<file path="config.mk">
export PLATFORM = sky130hd
export DESIGN_NAME = systolic_2x2_feeder
export DESIGN_NICKNAME = d
export VERILOG_FILES = /design/src/rtl/systolic_2x2_feeder.sv
export SDC_FILE = /design/constraint.sdc
export NUM_CORES = 1
export LEC_CHECK = 0
export BUFFER_PORTS_ARGS = -buffer_cell sky130_fd_sc_hd__buf_4
export CORE_AREA = 4 4 305 307
export DETAILED_ROUTE_END_ITERATION = 10
export DIE_AREA = 0 0 309 311
export GPL_ROUTABILITY_DRIVEN = 1
export MAX_ROUTING_LAYER = met4
export PLACE_DENSITY_LB_ADDON = 0.12
export SYNTH_ARGS = -nofsm -noshare
export SYNTH_HDL_FRONTEND = slang
export SYNTH_SLANG_ARGS = --single-unit
</file>
<file path="constraint.sdc">
create_clock -name clk_i -period 3.9 [get_ports clk_i]
set_input_delay 0.195 -clock clk_i [delete_from_list [all_inputs] [get_ports clk_i]]
set_output_delay 0.195 -clock clk_i [all_outputs]
set_load 0.02 [all_outputs]
</file>
<file path="src/rtl/systolic_2x2_feeder.sv">
// systolic_2x2_feeder
// Sequences one 2x2 tile through a systolic array: takes a tile command,
// optionally clears the array, pulses start, streams operand beats onto the
// array inputs, waits for done (bounded by TIMEOUT) and holds the captured
// result until it is consumed.
//
// Handshakes: every channel is valid/ready. A transfer happens on a rising
// edge where both valid and ready are 1. A source keeps valid and payload
// stable until the transfer. cmd_ready_o and op_ready_o are registered and
// never depend combinationally on the matching valid. res_valid_o stays set
// and res_c*_o/res_err_o stay stable until res_ready_i is seen.
module systolic_2x2_feeder #(
    parameter int DATA_WIDTH  = 32,
    parameter int ACCUM_WIDTH = 64,
    parameter int TIMEOUT     = 64
) (
    input  logic                   clk_i,
    input  logic                   rst_ni,
    input  logic                   cmd_valid_i,
    output logic                   cmd_ready_o,
    input  logic                   cmd_accum_i,
    input  logic                   op_valid_i,
    output logic                   op_ready_o,
    input  logic [DATA_WIDTH-1:0]  op_a0_i,
    input  logic [DATA_WIDTH-1:0]  op_a1_i,
    input  logic [DATA_WIDTH-1:0]  op_b0_i,
    input  logic [DATA_WIDTH-1:0]  op_b1_i,
    input  logic                   op_last_i,
    output logic                   start_o,
    output logic                   clear_o,
    output logic                   accumulate_o,
    output logic [DATA_WIDTH-1:0]  a_row0_o,
    output logic [DATA_WIDTH-1:0]  a_row1_o,
    output logic [DATA_WIDTH-1:0]  b_col0_o,
    output logic [DATA_WIDTH-1:0]  b_col1_o,
    output logic                   a_valid_o,
    output logic                   b_valid_o,
    input  logic                   busy_i,
    input  logic                   done_i,
    input  logic [ACCUM_WIDTH-1:0] c00_i,
    input  logic [ACCUM_WIDTH-1:0] c01_i,
    input  logic [ACCUM_WIDTH-1:0] c10_i,
    input  logic [ACCUM_WIDTH-1:0] c11_i,
    output logic                   res_valid_o,
    input  logic                   res_ready_i,
    output logic [ACCUM_WIDTH-1:0] res_c00_o,
    output logic [ACCUM_WIDTH-1:0] res_c01_o,
    output logic [ACCUM_WIDTH-1:0] res_c10_o,
    output logic [ACCUM_WIDTH-1:0] res_c11_o,
    output logic                   res_err_o
);

    typedef enum logic [2:0] {
        IDLE   = 3'd0,
        CLEAR  = 3'd1,
        START  = 3'd2,
        FEED   = 3'd3,
        WAIT   = 3'd4,
        RESULT = 3'd5
    } state_t;

    // Last value of the wait counter before the timeout fires (TIMEOUT cycles in WAIT).
    localparam logic [7:0] WAIT_LAST = 8'(TIMEOUT - 1);
    // Count value of the 8th beat of a tile.
    localparam logic [3:0] BEAT_LAST = 4'd7;

    state_t     state;
    logic [3:0] beat_cnt;
    logic [7:0] wait_cnt;
    logic       overflow;

    logic cmd_fire;
    logic beat_fire;
    logic res_fire;

    // busy_i carries no information this sequencer needs; done_i alone ends WAIT.
    logic unused_busy;
    assign unused_busy = busy_i;

    assign cmd_fire  = cmd_valid_i && cmd_ready_o;
    assign beat_fire = op_valid_i && op_ready_o;
    assign res_fire  = res_valid_o && res_ready_i;

    // Tile sequencer: state, counters and every output are registered here.
    always_ff @(posedge clk_i) begin
        if (!rst_ni) begin
            state        <= IDLE;
            beat_cnt     <= '0;
            wait_cnt     <= '0;
            overflow     <= 1'b0;
            cmd_ready_o  <= 1'b0;
            op_ready_o   <= 1'b0;
            start_o      <= 1'b0;
            clear_o      <= 1'b0;
            accumulate_o <= 1'b0;
            a_row0_o     <= '0;
            a_row1_o     <= '0;
            b_col0_o     <= '0;
            b_col1_o     <= '0;
            a_valid_o    <= 1'b0;
            b_valid_o    <= 1'b0;
            res_valid_o  <= 1'b0;
            res_c00_o    <= '0;
            res_c01_o    <= '0;
            res_c10_o    <= '0;
            res_c11_o    <= '0;
            res_err_o    <= 1'b0;
        end else begin
            // Single-cycle pulses and operand valids fall unless re-armed below.
            start_o   <= 1'b0;
            clear_o   <= 1'b0;
            a_valid_o <= 1'b0;
            b_valid_o <= 1'b0;

            case (state)
                IDLE: begin
                    cmd_ready_o <= 1'b1;
                    if (cmd_fire) begin
                        cmd_ready_o  <= 1'b0;
                        accumulate_o <= cmd_accum_i;
                        if (cmd_accum_i) begin
                            start_o <= 1'b1;
                            state   <= START;
                        end else begin
                            clear_o <= 1'b1;
                            state   <= CLEAR;
                        end
                    end
                end

                CLEAR: begin
                    start_o <= 1'b1;
                    state   <= START;
                end

                START: begin
                    beat_cnt   <= '0;
                    wait_cnt   <= '0;
                    overflow   <= 1'b0;
                    res_err_o  <= 1'b0;
                    op_ready_o <= 1'b1;
                    state      <= FEED;
                end

                FEED: begin
                    if (beat_fire) begin
                        a_row0_o  <= op_a0_i;
                        a_row1_o  <= op_a1_i;
                        b_col0_o  <= op_b0_i;
                        b_col1_o  <= op_b1_i;
                        a_valid_o <= 1'b1;
                        b_valid_o <= 1'b1;
                        beat_cnt  <= beat_cnt + 4'd1;
                        if (op_last_i || (beat_cnt == BEAT_LAST)) begin
                            // Reaching here without op_last_i means the 8th beat overran the tile.
                            overflow   <= !op_last_i;
                            op_ready_o <= 1'b0;
                            state      <= WAIT;
                        end
                    end
                end

                WAIT: begin
                    // done_i is checked first so it wins over a simultaneous timeout.
                    if (done_i || (wait_cnt == WAIT_LAST)) begin
                        res_c00_o   <= c00_i;
                        res_c01_o   <= c01_i;
                        res_c10_o   <= c10_i;
                        res_c11_o   <= c11_i;
                        res_valid_o <= 1'b1;
                        res_err_o   <= overflow || !done_i;
                        state       <= RESULT;
                    end else begin
                        wait_cnt <= wait_cnt + 8'd1;
                    end
                end

                RESULT: begin
                    if (res_fire) begin
                        res_valid_o  <= 1'b0;
                        accumulate_o <= 1'b0;
                        cmd_ready_o  <= 1'b1;
                        state        <= IDLE;
                    end
                end

                default: begin
                    state <= IDLE;
                end
            endcase
        end
    end

endmodule

</file>
==> results.toml <==
[status]
outcome = "completed"

[sta]
hold_violations = 0
fin_crit_sh_pct = 65.33
max_freq_mhz = 392.5
grt_setup_unrepaired = "false"
worst_pin_slew_ns = 0.9113
final_max_slew_viol_count = 0
fin_crit_ns = 2.548
setup_viol = 0
setup_tns_ns = 0
fin_worst_skew_ns = 0.01402
relSlewSlack_pct = 39.24
setup_slack_ns = 1.352

[yosys]
ys_warn_count = 0
ys_async_sr_fraction_pct = 0
synth_edf_count = 0
synth_compound_area_share_pct = 22.91
synth.yosys.seq_area_share_pct = 53.87
synth.area.top_cells = "dfxtp_1 54%, a21oi_1 13%, nand3_1 8.7%, o21ai_0 8.6%, nand2_1 6.6%"
netlist_area_sq_um = 15160
synth-simple-area-share_pct = 17.04
ys.flop_type = "dfxtp_1"
syn_area_per_cell_sq_um = 8.121
synth-xor-area-share_pct = 0.3466
yosys.area.top_type = "dfxtp_1"
yosysTopAreaCellShare_pct = 53.87
synthCells = 1867
synth_seq_cells = 408
synth.distinct_cells = 46
syn_nets = 2262
synth_top_family_by_area = "compound AO/OA/AOI/OAI gates"
synth.area.mux_share_pct = 0.06602
synthAdderAreaFrac_pct = 0.1650

[placed_design]
place_area_sq_um = 22190
routabilityCongestion = 0.7777
hpwl_um = 52450
port-buffer-count = 784
pre_cts_ws_ns = 1.329

[route]
drt_wl_total_um = 75490
drt_iter0_markers = 934
vias = 17810
dr.pass1.iters = 5
vias_per_cell = 4.281
final_antenna_net_count = 0
drt-wirelength-per-cell_um = 18.15
drc = 0

[worst_setup_path]
rr_startpoint = "wait_cnt[0]"
cp.required_ns = 4.42
worstSetupPathType = "reg2reg"
start_kind = "register"
ff2ff_setup_slack_ns = 1.35
worstSetupEndpointType = "register"
worstSetupEndpoint = "res_c10_o[6]"
r2r-end = "res_c10_o[6]"
cp.arrival_ns = 3.07
worstRegToRegCells = 6
worst-path-max-fanout = 52
startpoint = "wait_cnt[0]"

[layout]
finalNetCount = 3336
drive_gt1_share_pct = 30.75
nFillCells = 9722
syn2layout_area_growth_pct = 83.01
fin_util_pct = 30.83
final_area_sq_um = 27750
multi_input_area_sq_um = 6191
seq_area_sq_um = 8168

[floorplan]
row_count = 110
die_h_um = 311
coreArea_sq_um = 90010
boundaryPins = 786
die_width_um = 309
initial_core_util_pct = 16.84
die_area_sq_um = 96100

[global_route]
grt_pass1_vias = 18210
grt_max_degree = 134
grt_use_total_pct = 15.23
antenna_found_initial = 3
gr-total-overflow = 0
grt_pass1_wl_um = 112400

[clock_tree]
cts.repair.resized = 0
numClockSinks = 408
clock-root-buffer = "clkbuf_16"
cts_tree = "built"
cts-htree-levels = 2
clk_path_buf_depth = 3
cts_buffers = 52
cts.clk_slew.worst_paths_ns = 0.06
insertion_delay_ns = 0.59

[power]
ir_drop_mv = 0.2628
p_total_mw = 12.69
pwr-share-seq_pct = 36.9
leakage_nw = 11.05
p_int_mw = 8.601
power.switching_mw = 4.093
pwr-share-clk_pct = 37.3
pwr-share-comb_pct = 25.8
p_per_area_nw_per_um2 = 457.5
switching_share_pct = 32.24

[min_path]
hold_path.class = "in2reg"

[job]
max_cap_violations = 0
-- power groups by stage --
stage               combinational, mW  sequential [mW]  clock, mW
floorplan                        1.27             5.04          0
global placement                 2.97             4.76          0
detailed placement               2.98             4.77          0
CTS                              3.33             4.68       4.98
global route                     3.56             4.72       5.11
finish                           3.28             4.68       4.74
-- sequential cells by signal, summed over array words and instances (netlist names), 3 cells and up --
name and flops:
res_c00_o 64, res_c01_o 64, res_c10_o 64, res_c11_o 64, a_row0_o 32, a_row1_o 32
b_col0_o 32, b_col1_o 32, wait_cnt 8, beat_cnt 4, state 3
-- metrics by stage --
stage | cells | hold slack, ns
6_report | 4160 | 0.1002
5_1_grt | 4158 | 0.1037
4_1_cts | 4155 | 0.02973
3_5_place_dp | 3674 | 0.4264
3_3_place_gp | 3674 | 0.4190
2_1_floorplan | 1867 | 0.2743
-- layer usage --
layer	share of wire, %	up-vias	track usage (%)
met5	0	-	-
met4	3.4	0	5.365
met3	5.7	135	3.151
met2	52	541	27.13
met1	39	8503	16.75
li1	-	8631	-
-- critical path, cell delays in order (launching register included) --
cell	delay (ns)
dfxtp_1	0.37
ha_1	0.20
and3_2	0.31
a21o_4	0.59
buf_4	0.50
nand3_1	0.23
a21oi_1	0.19
-- worst min path at each step --
stage	cells past startpoint	to	startpoint	slack [ns]
after CTS	4	res_valid_o	res_ready_i	0.03
after floorplan	1	clear_o	cmd_accum_i	0.27
after global routing	4	res_valid_o	res_ready_i	0.10
after global placement	2	clear_o	cmd_accum_i	0.42
after detailed placement	2	clear_o	cmd_accum_i	0.43
final	4	res_valid_o	res_ready_i	0.10
-- cell families after synthesis --
kind of cell,Yosys count
xor gates and xnor gates,6
AOI/OAI and AO/OA,679
muxes,1
buffers and inverters,198
and+or+nand+nor,573
adders and majority gates,2
DFF,408
-- timing repair --
action,CTS,global route
hold endpoints to repair,392,0
setup buffers,0,0
hold buffers,389,0
-- synth_stat cells, types with 3 or more instances --
library cell,count
nor3b_1,4
nor3_1,4
buf_2,22
nand2_1,268
nor2_1,11
inv_1,4
xnor2_1,5
o21ai_0,261
a211oi_1,3
buf_4,17
nand4_1,3
nand3_1,264
a21oi_1,399
dfxtp_1,408
clkbuf_1,152
-- cell type report --
| type | count | share of cell area, % |
|---|---|---|
| Multi-Input combinational cell | 1261 | 22.31 |
| Sequential cell | 408 | 29.44 |
| Antenna cell | 5 | 0.04509 |
| Clock buffer | 79 | 5.492 |
| Timing Repair Buffer | 1213 | 36.87 |
| Tap cell | 1176 | 5.303 |
| Clock inverter | 13 | 0.4509 |
| Inverter | 5 | 0.09469 |
-- cell usage in the layout (no fill, tap or decap), types with 5 or more instances in the layout --
cell type	n
a21oi_1	399
o21ai_0	261
nand2_1	267
clkbuf_1	16
dfxtp_1	408
dlygate4sd3_1	389
xnor2_1	5
buf_4	812
nand3_1	264
clkbuf_8	10
clkbuf_16	53
clkinv_2	8
buf_12	12
nor2_1	9
diode_2	5
(Power assumes the default switching activity.)
